File: src/rtl/lsu_bus_unit.sv
// Load/store unit between the ALU and the data-memory bus.
// Drives one req/ack transaction per access, stalls the core while it runs,
// and reports each access as either a done pulse or a fault pulse.
//
// state | meaning
// ------+-----------------------------------------------------------------
// IDLE  | no access in flight; a request is decoded and launched or rejected
// REQ   | bus_req held, waiting for bus_ack or the timeout
// RESP  | single retire cycle: done or fault pulse, stall released
module lsu_bus_unit #(
    parameter int TIMEOUT_CYCLES = 16,
    parameter int CNT_W          = 5
) (
    input  logic        clk,
    input  logic        rst,
    input  logic        mem_read,
    input  logic        mem_write,
    input  logic [2:0]  funct3,
    input  logic [31:0] addr,
    input  logic [31:0] store_data,
    output logic        bus_req,
    output logic        bus_we,
    output logic [31:0] bus_addr,
    output logic [31:0] bus_wdata,
    output logic [3:0]  bus_wstrb,
    input  logic        bus_ack,
    input  logic [31:0] bus_rdata,
    output logic [31:0] load_data,
    output logic        stall,
    output logic        done,
    output logic        fault
);

    typedef enum logic [1:0] {IDLE, REQ, RESP} state_t;

    localparam logic [CNT_W-1:0] TO_LAST = CNT_W'(TIMEOUT_CYCLES - 1);

    state_t           state_q, state_d;
    logic [CNT_W-1:0] cnt_q;
    logic [2:0]       f3_q;
    logic [1:0]       off_q;
    logic             resp_ok_q;

    logic             req_any, illegal, f3_ok, misaligned;
    logic             start, finish_ok, finish_bad, cnt_inc, stall_c;
    logic [31:0]      wdata_lane, load_ext;
    logic [3:0]       wstrb_lane;
    logic [7:0]       rd_byte;
    logic [15:0]      rd_half;

    // Request legality and store lane formatting from the live inputs.
    always_comb begin
        req_any    = mem_read | mem_write;
        f3_ok      = mem_write ? (funct3 inside {3'b000, 3'b001, 3'b010})
                               : (funct3 inside {3'b000, 3'b001, 3'b010, 3'b100, 3'b101});
        misaligned = ((funct3[1:0] == 2'b01) && addr[0]) ||
                     ((funct3[1:0] == 2'b10) && (addr[1:0] != 2'b00));
        illegal    = (mem_read & mem_write) | ~f3_ok | misaligned;
        wdata_lane = store_data;
        wstrb_lane = 4'b1111;
        case (funct3[1:0])
            2'b00: begin
                wdata_lane = {4{store_data[7:0]}};
                wstrb_lane = 4'b0001 << addr[1:0];
            end
            2'b01: begin
                wdata_lane = {2{store_data[15:0]}};
                wstrb_lane = addr[1] ? 4'b1100 : 4'b0011;
            end
            default: ;
        endcase
    end

    // Load extraction uses the size and byte offset captured at launch.
    always_comb begin
        rd_byte  = bus_rdata[{off_q, 3'b000} +: 8];
        rd_half  = off_q[1] ? bus_rdata[31:16] : bus_rdata[15:0];
        load_ext = bus_rdata;
        case (f3_q[1:0])
            2'b00:   load_ext = {{24{~f3_q[2] & rd_byte[7]}}, rd_byte};
            2'b01:   load_ext = {{16{~f3_q[2] & rd_half[15]}}, rd_half};
            default: load_ext = bus_rdata;
        endcase
    end

    // State register.
    always_ff @(posedge clk or negedge rst) begin
        if (!rst) state_q <= IDLE;
        else      state_q <= state_d;
    end

    // Next-state and per-cycle control; an ack in the last timeout cycle wins.
    always_comb begin
        state_d    = state_q;
        stall_c    = 1'b0;
        start      = 1'b0;
        finish_ok  = 1'b0;
        finish_bad = 1'b0;
        cnt_inc    = 1'b0;
        case (state_q)
            IDLE: begin
                if (req_any) begin
                    stall_c = 1'b1;
                    if (illegal) begin
                        finish_bad = 1'b1;
                        state_d    = RESP;
                    end else begin
                        start   = 1'b1;
                        state_d = REQ;
                    end
                end
            end
            REQ: begin
                stall_c = 1'b1;
                if (bus_ack) begin
                    finish_ok = 1'b1;
                    state_d   = RESP;
                end else if (cnt_q == TO_LAST) begin
                    finish_bad = 1'b1;
                    state_d    = RESP;
                end else begin
                    cnt_inc = 1'b1;
                end
            end
            RESP:    state_d = IDLE;
            default: state_d = IDLE;
        endcase
    end

    // Bus launch registers, timeout counter, load result and outcome flag.
    always_ff @(posedge clk or negedge rst) begin
        if (!rst) begin
            bus_req   <= 1'b0;
            bus_we    <= 1'b0;
            bus_addr  <= '0;
            bus_wdata <= '0;
            bus_wstrb <= '0;
            load_data <= '0;
            cnt_q     <= '0;
            f3_q      <= '0;
            off_q     <= '0;
            resp_ok_q <= 1'b0;
        end else begin
            if (start) begin
                bus_req   <= 1'b1;
                bus_we    <= mem_write;
                bus_addr  <= {addr[31:2], 2'b00};
                bus_wdata <= wdata_lane;
                bus_wstrb <= mem_write ? wstrb_lane : 4'b0000;
                f3_q      <= funct3;
                off_q     <= addr[1:0];
                cnt_q     <= '0;
            end
            if (cnt_inc) cnt_q <= cnt_q + 1'b1;
            if (finish_ok || finish_bad) begin
                bus_req   <= 1'b0;
                resp_ok_q <= finish_ok;
            end
            if (finish_ok && !bus_we) load_data <= load_ext;
        end
    end

    // Stall is forced low while reset is asserted, even with a request held.
    assign stall = rst & stall_c;
    assign done  = (state_q == RESP) &  resp_ok_q;
    assign fault = (state_q == RESP) & ~resp_ok_q;

endmodule

File: config.mk
export PLATFORM = sky130hd
export DESIGN_NAME = lsu_bus_unit
export DESIGN_NICKNAME = d
export VERILOG_FILES = /design/src/rtl/lsu_bus_unit.sv
export SDC_FILE = /design/constraint.sdc
export NUM_CORES = 1
export LEC_CHECK = 0
export BUFFER_PORTS_ARGS = -buffer_cell sky130_fd_sc_hd__buf_2
export CAP_MARGIN = 10
export CORE_ASPECT_RATIO = 0.8
export CORE_MARGIN = 1.5
export CORE_UTILIZATION = 44
export CTS_CLUSTER_DIAMETER = 50
export DETAILED_ROUTE_END_ITERATION = 16
export PLACE_DENSITY = 0.82
export SYNTH_ARGS = -nofsm -noshare
export SYNTH_HDL_FRONTEND = slang
export SYNTH_SLANG_ARGS = --single-unit
File: constraint.sdc
create_clock -name clk -period 2.05 [get_ports clk]
set_input_delay 0.41 -clock clk [delete_from_list [all_inputs] [get_ports clk]]
set_output_delay 0.41 -clock clk [all_outputs]
set_load 0.005 [all_outputs]
# Yosys cells after proc, flatten, opt, wreduce, memory -nomap -nowiden
# Index checks and enable logic that the tools add are counted.
# W data, S select, Z words.
[classes] bitwise_logic=12 eq_ne=12 addsub=1 div_mod_pow=0 muxes=31 multipliers=0 n_reduce_logical=16 n_lt_le_gt_ge=0 shifts=2
[ops] op="$pmux W32 S2" count=2
[ops] op="$shiftx A32 B6 Y8" count=1
[ops] op="$mux W1" count=16
[ops] op="$mux W16" count=1
[ops] op="$mux W5" count=2
[ops] op="$mux W2" count=4
[ops] op="$mux W4" count=2
[ops] op="$pmux W4 S2" count=1
[ops] op="$and A1 B1 Y1" count=6
[ops] op="$eq A2 B1 Y1 const B" count=3
[ops] op="$eq A3 B3 Y1 const B" count=2
[ops] op="$logic_not A2 Y1" count=3
[ops] op="$reduce_bool A2 Y1" count=3
[ops] op="$add A5 B1 Y5 const B" count=1
[ops] op="$eq A5 B4 Y1 const B" count=1
[ops] op="$reduce_bool A5 Y1" count=1
[ops] op="$eq A2 B2 Y1 const B" count=2
[ops] op="$pmux W1 S2" count=2
[ops] op="$pmux W2 S2" count=1
[ops] op="$shl A1 B2 Y4 const A" count=1
[ops] op="$eq A3 B1 Y1 const B" count=1
[ops] op="$eq A3 B2 Y1 const B" count=1
[ops] op="$logic_and A1 B1 Y1" count=3
[ops] op="$logic_not A3 Y1" count=1
[ops] op="other kinds (8)" count=13
[word_totals] rom_bits=0 n_memories=0 inputBits=104 latch_bits=0 regBits=113 ram_bits=0

# Depth between registers and ports, before layout
# Gate-level depths: netlist of run 1.
[depth] depth_word=11 mapped_depth=8

# Least setup slack after synthesis of run 1
# Ideal clock, no wire load.
[synth_path] path_kind="reg2reg" startpoint="register cnt_q[0]" endpoint="register cnt_q[2]" setup_ns=0.076 required_ns=1.974 t_arrival_ns=1.941 stages_incl_launch_ff=9 path_slack_ns=0.032 cell_sequence="dfrtp_1 -> ha_1 -> and3_1 -> ha_1 -> or4b_1 -> clkbuf_1 -> nor3b_1 -> nor2_1 -> o21ai_1"
[synth_via] elab_chain_len=5 word_cells_on_any_way=7 classes_between="add/sub (1); eq/ne (1); mux (4); reduce/logical (1)"
[synth_rtl] item="from (decl)" line="39" source="logic [CNT_W-1:0] cnt_q;"
[synth_rtl] item="from (signal assigned)" line="154" source="if (cnt_inc) cnt_q <= cnt_q + 1'b1;"
[synth_rtl] item="$eq A5 B4 Y1" line="118" source="end else if (cnt_q == TO_LAST) begin"
[synth_rtl] item="$mux W1" line="118"
[synth_rtl] item="$mux W1" line="115" source="if (bus_ack) begin"
[synth_rtl] item="$mux W1" line="100" source="case (state_q)"
[synth_rtl] item="$mux W5 or $reduce_bool A2 Y1 (tied branches)"
# Several ways; a longest one is shown, not always the timed one.
# A chain may end at the register's enable or synchronous reset.

# Final worst setup path of run 1
# Same ends and word-level chain as after synthesis.

==> flow_summary.json, run 1 <==
{
  "numCtsBuffers": 17,
  "fin_ws_ns": 0.05768,
  "yosys-top-cells-area": "dfrtp_1 (53%), mux2_1 (15%), mux2i_1 (4.5%), mux2_2 (3.6%), nand3_1 (3.1%)",
  "final_area_um2": 7248,
  "initial_core_util": 0.4578,
  "dieArea_um2": 12840,
  "yosys_warnings": 0,
  "synthDominantCellAreaShare": 0.5283,
  "port_buffers": 206,
  "post_drt_wl_per_cell_um": 16.97,
  "worstSetupEndpointType": "flop",
  "coreArea_um2": 11690,
  "n_antenna_cell": 0,
  "synth.most_common_cell": "dfrtp_1",
  "die_y_um": 101.7,
  "dp.cells": 802,
  "grt_usage": 0.2292,
  "use_met1": 0.2742,
  "syn_avg_cell_area_um2": 11.61,
  "path_class": "reg -> reg",
  "async_reset_ff_frac": 1.000,
  "synth_edf_count": 0,
  "seq_area_frac_synth": 0.5283,
  "routabilityCongestion": 0.9171,
  "vias": 4522,
  "switching_share": 0.3137,
  "ant_nets": 0,
  "fin_skew_ns": 0.007566,
  "setup_violations": 0,
  "syn2layout_area_growth_pct": 35.41,
  "hold_buffers": 0,
  "grt_pass1_vias": 4619,
  "globalRouteMet2Util": 0.3918,
  "power_leakage_nw": 3.545,
  "combPwrFrac": 0.324,
  "dpl_worst_slack_ns": -0.02338,
  "final_cell_count_no_fill": 833,
  "status": "completed",
  "nFillCells": 935,
  "cts-root-buf": "clkbuf_16",
  "hpwl_um": 10190,
  "clockBufferDepth": 2,
  "synth-seq-cells": 113,
  "tritoncts": "done",
  "clk_latency_ns": 0.41,
  "hold_class": "in -> async",
  "synth-main-ff-cell": "dfrtp_1",
  "slew_violations": 0,
  "path_clk_slew_ns": 0.05,
  "pwr-share-clk": 0.292,
  "overflow": 0,
  "dpl_cell_area_um2": 6618,
  "synth_top_area_cell": "dfrtp_1",
  "netlist_instances": 461,
  "power_frac_seq": 0.384,
  "vdd_ir_drop_max_v": 0.0008506,
  "synth_common_cells": "dfrtp_1 (113), mux2_1 (69), nand3_1 (33)",
  "hold_violations": 0,
  "required_ns": 2.37,
  "power_density_nw_per_um2": 1425,
  "crit_fanout": 6,
  "dieWidth_um": 126.3,
  "antenna_found_initial": 0,
  "route.final.wire_length_um": 14140,
  "min_period_over_period": 0.9719,
  "fin_setup_tns_ns": 0,
  "use_met3": 0.07501,
  "switching_power_mw": 3.240,
  "crit_path_start_kind": "flop",
  "first_iter_violations": 284,
  "nets": 779,
  "tightest_slew_ns": 0.5988,
  "drv_cap": 0,
  "drc": 0,
  "syn-cell-area_um2": 5353,
  "worstPathArrival_ns": 2.32,
  "cts.sinks": 113,
  "drive_gt1_frac": 0.4146,
  "fmax_ghz": 0.5019,
  "fp-row-count": 35,
  "grt_pass1_wl_um": 22860,
  "first_pass_iters": 4,
  "io_pins": 209,
  "ys_types": 41,
  "top_usage_layer": "met2",
  "max_slew_margin": 0.6008,
  "htree_num_levels": 4,
  "finalCriticalPeriod_ns": 1.992,
  "via_per_inst": 5.429,
  "grt_max_degree": 114,
  "holdWs_ns": 0.1020,
  "intPower_mw": 7.087
}
## kinds of logic after synthesis
kind of cell / count (synthesis) / share of synthesized area
fa+ha+maj: 2 / 0.004674
compound gates: 81 / 0.09748
flops: 113 / 0.5283
xor+xnor: 1 / 0.001637
mux: 111 / 0.2300
simple gates: 108 / 0.09888
other cells: 1 / 0.0007006
buf+inv: 44 / 0.03833
## worst paths after layout
path,from,to,slack [ns],cells after the start
max in group asynchronous,rst,bus_addr[10]$_DFFE_PN0P_,1.50,2
min in group clk,addr[5],bus_addr[5]$_DFFE_PN0P_,0.21,2
setup / recovery,cnt_q[0]$_DFFE_PN0P_,cnt_q[2]$_DFFE_PN0P_,0.06,7
setup reg to reg,cnt_q[0]$_DFFE_PN0P_,cnt_q[2]$_DFFE_PN0P_,0.06,7
hold / removal,rst,bus_req$_DFFE_PN0P_,0.10,2
hold reg to reg,bus_addr[5]$_DFFE_PN0P_,bus_addr[5]$_DFFE_PN0P_,0.48,1
## sequential cells by signal, summed over array words and instances, names as in the netlist
signal	cells
bus_we	1
f3_q	3
cnt_q	5
bus_wdata	32
load_data	32
bus_req	1
resp_ok_q	1
off_q	2
bus_wstrb	4
bus_addr	30
state_q	2
## repair_timing
item,CTS,global route
endpoints found under the hold margin,0,0
buffers inserted,0,0
pin swaps,0,1
cloned,0,0
setup endpoints to repair,2,3
gates resized for setup,1,3
## routing by layer
metal / vias up / share of wire
met3: 20 / 0.075
met2: 210 / 0.49
li1: 2096 / -
met4: 0 / 0.011
met1: 2196 / 0.43
met5: - / 0
## layout by cell type (no fill, tap or decap), types with 8 or more instances in the layout
cell type / n
buf_2: 205
dfrtp_1: 113
mux2_1: 69
nand3_1: 33
nand2_1: 29
mux2i_1: 24
a21oi_1: 24
nor2_1: 22
buf_4: 20
mux2_2: 17
clkbuf_16: 17
o21ai_0: 13
o21ai_1: 11
inv_1: 8
## power groups by stage
stage	Sequential, mW	Clock, mW	Combinational, mW
2_1_floorplan	3.92	0	1.67
3_3_place_gp	3.90	0	3.25
3_5_place_dp	3.97	0	3.37
4_1_cts	3.97	3.06	3.39
5_1_grt	4.10	3.16	3.72
6_report	3.96	3.02	3.35
## through the flow
stage                     power [mW]    util
after floorplan                5.589       -
after global placement         7.155  0.5660
after detailed placement       7.341  0.5660
after CTS                      10.42  0.6188
after global routing           10.98  0.6199
final                          10.33  0.6199
## layout make-up
| cell class | count | area, µm² | share of cell area |
|---|---|---|---|
| clock buffers | 22 | 484.2 | 0.06680 |
| clock inverters | 9 | 130.1 | 0.01795 |
| flip-flops and latches | 113 | 2828 | 0.3901 |
| well taps | 148 | 185.2 | 0.02555 |
| repair buffers | 228 | 1236 | 0.1706 |
| inverters | 8 | 30.03 | 0.004143 |
| multi-input cells | 305 | 2355 | 0.3249 |
## critical path, stage by stage, from the launching register on
cell	delay [ns]
dfrtp_1	0.38
ha_2	0.21
and3_1	0.19
ha_1	0.19
or4b_4	0.54
nor3b_2	0.25
nor2_1	0.08
o21ai_1	0.08
(Power assumes the default switching activity.)
==> run 2, diff against run 1 <==
--- a/config.mk
+++ b/config.mk
@@ -5,9 +5,10 @@
 export SDC_FILE = /design/constraint.sdc
 export NUM_CORES = 1
 export LEC_CHECK = 0
+export ABC_AREA = 1
 export BUFFER_PORTS_ARGS = -buffer_cell sky130_fd_sc_hd__buf_2
 export CAP_MARGIN = 10
-export CORE_ASPECT_RATIO = 0.8
+export CORE_ASPECT_RATIO = 2
 export CORE_MARGIN = 1.5
 export CORE_UTILIZATION = 44
 export CTS_CLUSTER_DIAMETER = 50
==> run 2 against run 1 <==
Hold slack improved by 0.023 ns; count of clock-buffer cells in the layout is 5 lower; die area rose by 0.35%; via count increased by 15%; critical path type is now reg -> out; largest cell class unchanged.
==> flow_summary.json, run 2 <==
{
  "status": "completed",
  "dpl_cell_area_um2": 6470,
  "hold_buffers": 0,
  "clockBufferDepth": 2,
  "io_pins": 209,
  "crit_path_start_kind": "flop",
  "drive_gt1_frac": 0.2963,
  "post_drt_wl_per_cell_um": 14.45,
  "r2r_cells": 9,
  "vdd_ir_drop_max_v": 0.0009465,
  "routabilityCongestion": 0.8729,
  "finalCriticalPeriod_ns": 1.921,
  "power_density_nw_per_um2": 1478,
  "layout_commonest_cell": "nand2_1",
  "first_iter_violations": 234,
  "via_per_inst": 4.953,
  "vias": 5215,
  "grt_usage": 0.2499,
  "nFillCells": 1115,
  "dieWidth_um": 81.02,
  "seq_area_frac_synth": 0.5279,
  "regArea_um2": 2828,
  "clk_latency_ns": 0.40,
  "fin_ws_ns": 0.1289,
  "min_period_over_period": 0.9371,
  "hold_class": "in -> async",
  "route.final.wire_length_um": 15220,
  "yosys-top-cells-area": "dfrtp_1 (53%), nand2_1 (23%), a21oi_1 (5.8%), o21ai_0 (3.8%), nor2_1 (2.5%)",
  "yosys_warnings": 0,
  "htree_num_levels": 4,
  "syn2layout_area_growth_pct": 31.77,
  "r2r_start": "cnt_q[0]$_DFFE_PN0P_",
  "syn-cell-area_um2": 5356,
  "worstPathArrival_ns": 1.51,
  "worstSetupEndpointType": "output port",
  "timing.critical_path.from": "state_q[0]$_DFFE_PN0P_",
  "r2r_setup_slack_ns": 0.39,
  "fmax_ghz": 0.5205,
  "ant_nets": 0,
  "drv_cap": 0,
  "port_buffers": 206,
  "n_antenna_cell": 0,
  "fp-row-count": 56,
  "hpwl_um": 11120,
  "hold_violations": 0,
  "final_area_um2": 7058,
  "ys_types": 30,
  "largestRegisters": "bus_wdata: 32 flops, load_data: 32 flops, bus_addr: 30 flops",
  "grt_pass1_wl_um": 24590,
  "cts.sinks": 113,
  "first_pass_iters": 5,
  "overflow": 0,
  "slew_violations": 0,
  "numCtsBuffers": 17,
  "setup_violations": 0,
  "dieArea_um2": 12880,
  "path_clk_slew_ns": 0.06,
  "die_y_um": 159.0,
  "grt_pass1_vias": 5207,
  "required_ns": 1.64,
  "synth.most_common_cell": "nand2_1",
  "syn_avg_cell_area_um2": 7.685,
  "slowest_delay_ns": 0.39,
  "fin_skew_ns": 0.006734,
  "multi_input_area_um2": 2202,
  "r2r_end": "cnt_q[2]$_DFFE_PN0P_",
  "critical-path-slowest-cell": "dfrtp_1",
  "max_slew_margin": 0.5949,
  "cts_resized": 1,
  "tritoncts": "done",
  "antenna_found_initial": 0,
  "dpl_worst_slack_ns": 0.2435,
  "synth_edf_count": 0,
  "cts-root-buf": "clkbuf_16",
  "rsz0062_at_grt": "no",
  "synth_top_area_cell": "dfrtp_1",
  "fin_setup_tns_ns": 0,
  "crit_fanout": 5,
  "final_cell_mix": "nand2_1 (326), buf_2 (205), dfrtp_1 (113)",
  "drc": 0,
  "synth_common_cells": "nand2_1 (326), dfrtp_1 (113), a21oi_1 (62)",
  "cts_setup_buffers": 0,
  "netlist_instances": 697,
  "synthDominantCellAreaShare": 0.5279,
  "nets": 1002,
  "initial_core_util": 0.4550,
  "grt_max_degree": 114,
  "power_leakage_nw": 4.026,
  "crit_chain": "inv_2 -> nand2_1 -> nor2_2 -> o21a_1 -> buf_2",
  "coreArea_um2": 11770,
  "path_class": "reg -> out",
  "async_reset_ff_frac": 1.000,
  "tightest_slew_ns": 0.6076,
  "synth-main-ff-cell": "dfrtp_1",
  "synth-seq-cells": 113
}
==> run 2: cell count changes in the layout (fill, tap and decap cells not counted), moves of 12 or more <==
cell / before / now
mux2_2: 17 / 0
a21oi_1: 24 / 62
mux2_1: 69 / 0
o21ai_0: 13 / 41
nand2_1: 29 / 326
nand3_1: 33 / 21
mux2i_1: 24 / 0
nor2_1: 22 / 35
inv_1: 8 / 27
==> run 2: worst max-delay path: cells and delay by family (launching register included) <==
kind,cells,cell delay (ns)
compound gates,1,0.17
buf+inv,2,0.23
flops,1,0.39
simple gates,2,0.33
==> run 2: cell type report <==
class | instances | share of cell area
Clock buffer | 17 | 0.06027
Multi-Input combinational cell | 514 | 0.3120
Sequential cell | 113 | 0.4006
Inverter | 34 | 0.01808
Timing Repair Buffer | 216 | 0.1606
Clock inverter | 14 | 0.02269
Tap cell | 145 | 0.02570
==> run 2: routing by layer <==
layer | track usage | vias up | wire [µm]
li1 | - | 2584 | -
met1 | 0.2643 | 2388 | 5616
met2 | 0.4428 | 205 | 8161
met3 | 0.05043 | 38 | 764
met4 | 0.1403 | 0 | 675
met5 | 0 | - | 0
==> run 2: how the worst max path moves through the flow <==
stage	slack, ns	to	depth (start not counted)
floorplan	0.61	cnt_q[0]$_DFFE_PN0P_	8
global placement	0.29	bus_wstrb[0]$_DFFE_PN0P_	8
detailed placement	0.24	bus_wdata[29]$_DFFE_PN0P_	6
CTS	0.08	stall	5
global route	0.05	stall	5
finish	0.13	stall	5
==> run 2: kinds of logic after synthesis <==
group | Yosys count | share of synthesized area
XOR/XNOR | 1 | 0.001635
other | 1 | 0.0007001
adder cells (fa/ha/maj) | 2 | 0.004671
flip-flops | 113 | 0.5279
AND/OR/NAND/NOR | 402 | 0.2995
buffers and inverters | 71 | 0.06354
AO/OA/AOI/OAI | 107 | 0.1021
==> run 2: through the flow <==
stage               power [mW]    util  hold slack, ns  cells
floorplan                5.859       -          0.1144    698
global placement         7.462  0.5496          0.4569   1022
detailed placement       7.572  0.5496          0.4594   1022
CTS                      10.53  0.5996          0.1806   1053
global route             11.21  0.5996          0.1624   1053
finish                   10.44  0.5996          0.1247   1053
==> run 2: power by group <==
part	internal (mW)	switching (mW)	leakage, nW
logic	1.54	2.10	2.35
clock network	1.80	1.11	0.272
registers	3.28	0.602	1.40
total	6.62	3.81	4.03
==> run 3, diff against run 2 <==
--- a/config.mk
+++ b/config.mk
@@ -7,13 +7,12 @@
 export LEC_CHECK = 0
 export ABC_AREA = 1
 export BUFFER_PORTS_ARGS = -buffer_cell sky130_fd_sc_hd__buf_2
-export CAP_MARGIN = 10
 export CORE_ASPECT_RATIO = 2
 export CORE_MARGIN = 1.5
-export CORE_UTILIZATION = 44
+export CORE_UTILIZATION = 49
 export CTS_CLUSTER_DIAMETER = 50
 export DETAILED_ROUTE_END_ITERATION = 16
-export PLACE_DENSITY = 0.82
+export PLACE_DENSITY = 0.86
 export SYNTH_ARGS = -nofsm -noshare
 export SYNTH_HDL_FRONTEND = slang
 export SYNTH_SLANG_ARGS = --single-unit
==> constraint.sdc (replaced) <==
create_clock -name clk -period 1.9 [get_ports clk]
set_input_delay 0.38 -clock clk [delete_from_list [all_inputs] [get_ports clk]]
set_output_delay 0.38 -clock clk [all_outputs]
set_load 0.005 [all_outputs]
==> run 3 against run 2 <==
First-iteration DRC count shrank 6.8%; wire length shrank 0.27%; sequential power grew 8.5%; die area shrank 9.9%; critical path depth grew 1; worst setup slack lost 0.025 ns; count of clock-buffer cells in the layout grew 2; clock power grew 10%; critical endpoint unchanged; design area grew 1.1%.
==> flow_summary.json, run 3 (same netlist as run 2, synthesis figures left out) <==
{
  "tightest_slew_ns": 0.5955,
  "holdWs_ns": 0.1285,
  "rsz0062_at_grt": "no",
  "fp-row-count": 53,
  "dp.cells": 1018,
  "crit_fanout": 4,
  "globalRouteMet2Util": 0.4836,
  "top_usage_layer": "met2",
  "status": "completed",
  "syn2layout_area_growth_pct": 33.19,
  "fin_ws_ns": 0.1034,
  "hold_class": "in -> async",
  "required_ns": 1.52,
  "r2r_end": "bus_wdata[29]$_DFFE_PN0P_",
  "grt_pass1_wl_um": 24150,
  "first_pass_iters": 4,
  "min_period_over_period": 0.9456,
  "max_slew_margin": 0.6015,
  "r2r_setup_slack_ns": 0.25,
  "crit_chain": "inv_2 -> nand2_1 -> nor2_1 -> buf_4 -> o21a_1 -> buf_2",
  "crit_path_start_kind": "flop",
  "tritoncts": "done",
  "clk_latency_ns": 0.41,
  "numCtsBuffers": 17,
  "path_clk_slew_ns": 0.06,
  "clockBufferDepth": 2,
  "port_buffers": 206,
  "dieArea_um2": 11610,
  "cts-root-buf": "clkbuf_16",
  "final_cell_mix": "nand2_1 (326), buf_2 (205), dfrtp_1 (112)",
  "path_class": "reg -> out",
  "fin_skew_ns": 0.009696,
  "drc": 0,
  "overflow": 0,
  "r2r_start": "state_q[1]$_DFFE_PN0P_",
  "antenna_found_initial": 0,
  "setup_violations": 0,
  "grt_max_degree": 114,
  "grt_pass1_vias": 5150,
  "fin_setup_tns_ns": 0,
  "fmax_ghz": 0.5566,
  "die_y_um": 150.9,
  "io_pins": 209,
  "routabilityCongestion": 0.9028,
  "route.final.wire_length_um": 15180,
  "vdd_ir_drop_max_v": 0.001002,
  "use_met3": 0.05422,
  "power_leakage_nw": 4.082,
  "worstPathArrival_ns": 1.42,
  "ant_nets": 0,
  "dpl_worst_slack_ns": 0.06665,
  "worstSetupEndpointType": "output port",
  "slew_violations": 0,
  "nFillCells": 910,
  "critical-path-slowest-cell": "dfrtp_2",
  "slowest_delay_ns": 0.42,
  "nets": 1008,
  "n_antenna_cell": 0,
  "use_met1": 0.2848,
  "layout_commonest_cell": "nand2_1",
  "htree_num_levels": 4,
  "largestRegisters": "bus_wdata: 32 flops, load_data: 32 flops, bus_addr: 30 flops",
  "regArea_um2": 2829,
  "hold_violations": 0,
  "r2r_cells": 7,
  "drv_cap": 0,
  "coreArea_um2": 10540,
  "grt_usage": 0.2699,
  "hold_buffers": 0,
  "power_density_nw_per_um2": 1596,
  "cts.sinks": 113,
  "multi_input_area_um2": 2200,
  "worst-path-buf-inv": 3,
  "initial_core_util": 0.5080,
  "dieWidth_um": 76.93,
  "finalCriticalPeriod_ns": 1.797,
  "drive_gt1_frac": 0.3016,
  "p_total_mw": 11.38,
  "post_drt_wl_per_cell_um": 14.43,
  "first_iter_violations": 218,
  "final_cell_count_no_fill": 1052,
  "hpwl_um": 11060,
  "path_delay_family": "flip-flops",
  "vias": 5209,
  "via_per_inst": 4.952
}
==> run 3: cell types whose count changed in the layout (fill, tap and decap cells not counted) <==
cell        before  now
buf_4            9   13
buf_12           2    4
clkbuf_8         0    2
clkinv_4         6    4
clkinvlp_4       4    2
inv_6            2    4
clkinv_2         0    1
dfrtp_1        113  112
dfrtp_2          0    1
nor2_1          35   36
nor2_2           4    3
==> run 3: area by class of cell <==
type,instances,share of cell area
multi-input cells,514,0.3083
well taps,137,0.02403
repair buffers,222,0.1687
inverters,34,0.01789
flip-flops and latches,113,0.3965
clock inverters,13,0.02105
clock buffers,19,0.06349
==> run 3: per-stage QoR <==
stage	utilization	instance area, µm²
finish	0.6766	7134
global route	0.6766	7134
CTS	0.6751	7118
detailed placement	0.6179	6515
global placement	0.6179	6515
floorplan	-	5360
==> run 3: routing by layer <==
layer / part of all wire / vias up
met2: 0.54 / 194
met1: 0.36 / 2372
li1: - / 2598
met4: 0.047 / 0
met5: 0 / -
met3: 0.048 / 45
==> run 3: report_power, final <==
group / leakage (nW) / internal, mW / switching (mW)
registers: 1.40 / 3.54 / 0.672
clock network: 0.291 / 2.02 / 1.18
logic: 2.39 / 1.69 / 2.27
total: 4.08 / 7.26 / 4.13
==> run 3: what timing repair did <==
item                                    in CTS  in global routing
endpoints found under the setup margin       0                  1
buffers inserted                             0                  2
resized for setup                            0                  1
==> run 3: worst max path at each step <==
| stage | startpoint | to | slack [ns] | depth (start not counted) |
|---|---|---|---|---|
| after global placement | funct3[2] | bus_wdata[26]$_DFFE_PN0P_ | 0.13 | 7 |
| after CTS | state_q[0]$_DFFE_PN0P_ | stall | 0.05 | 6 |
| after detailed placement | funct3[1] | bus_wdata[26]$_DFFE_PN0P_ | 0.07 | 7 |
| final | state_q[1]$_DFFE_PN0P_ | stall | 0.10 | 6 |
| after floorplan | cnt_q[0]$_DFFE_PN0P_ | cnt_q[0]$_DFFE_PN0P_ | 0.46 | 8 |
| after global routing | state_q[1]$_DFFE_PN0P_ | stall | 0.03 | 6 |
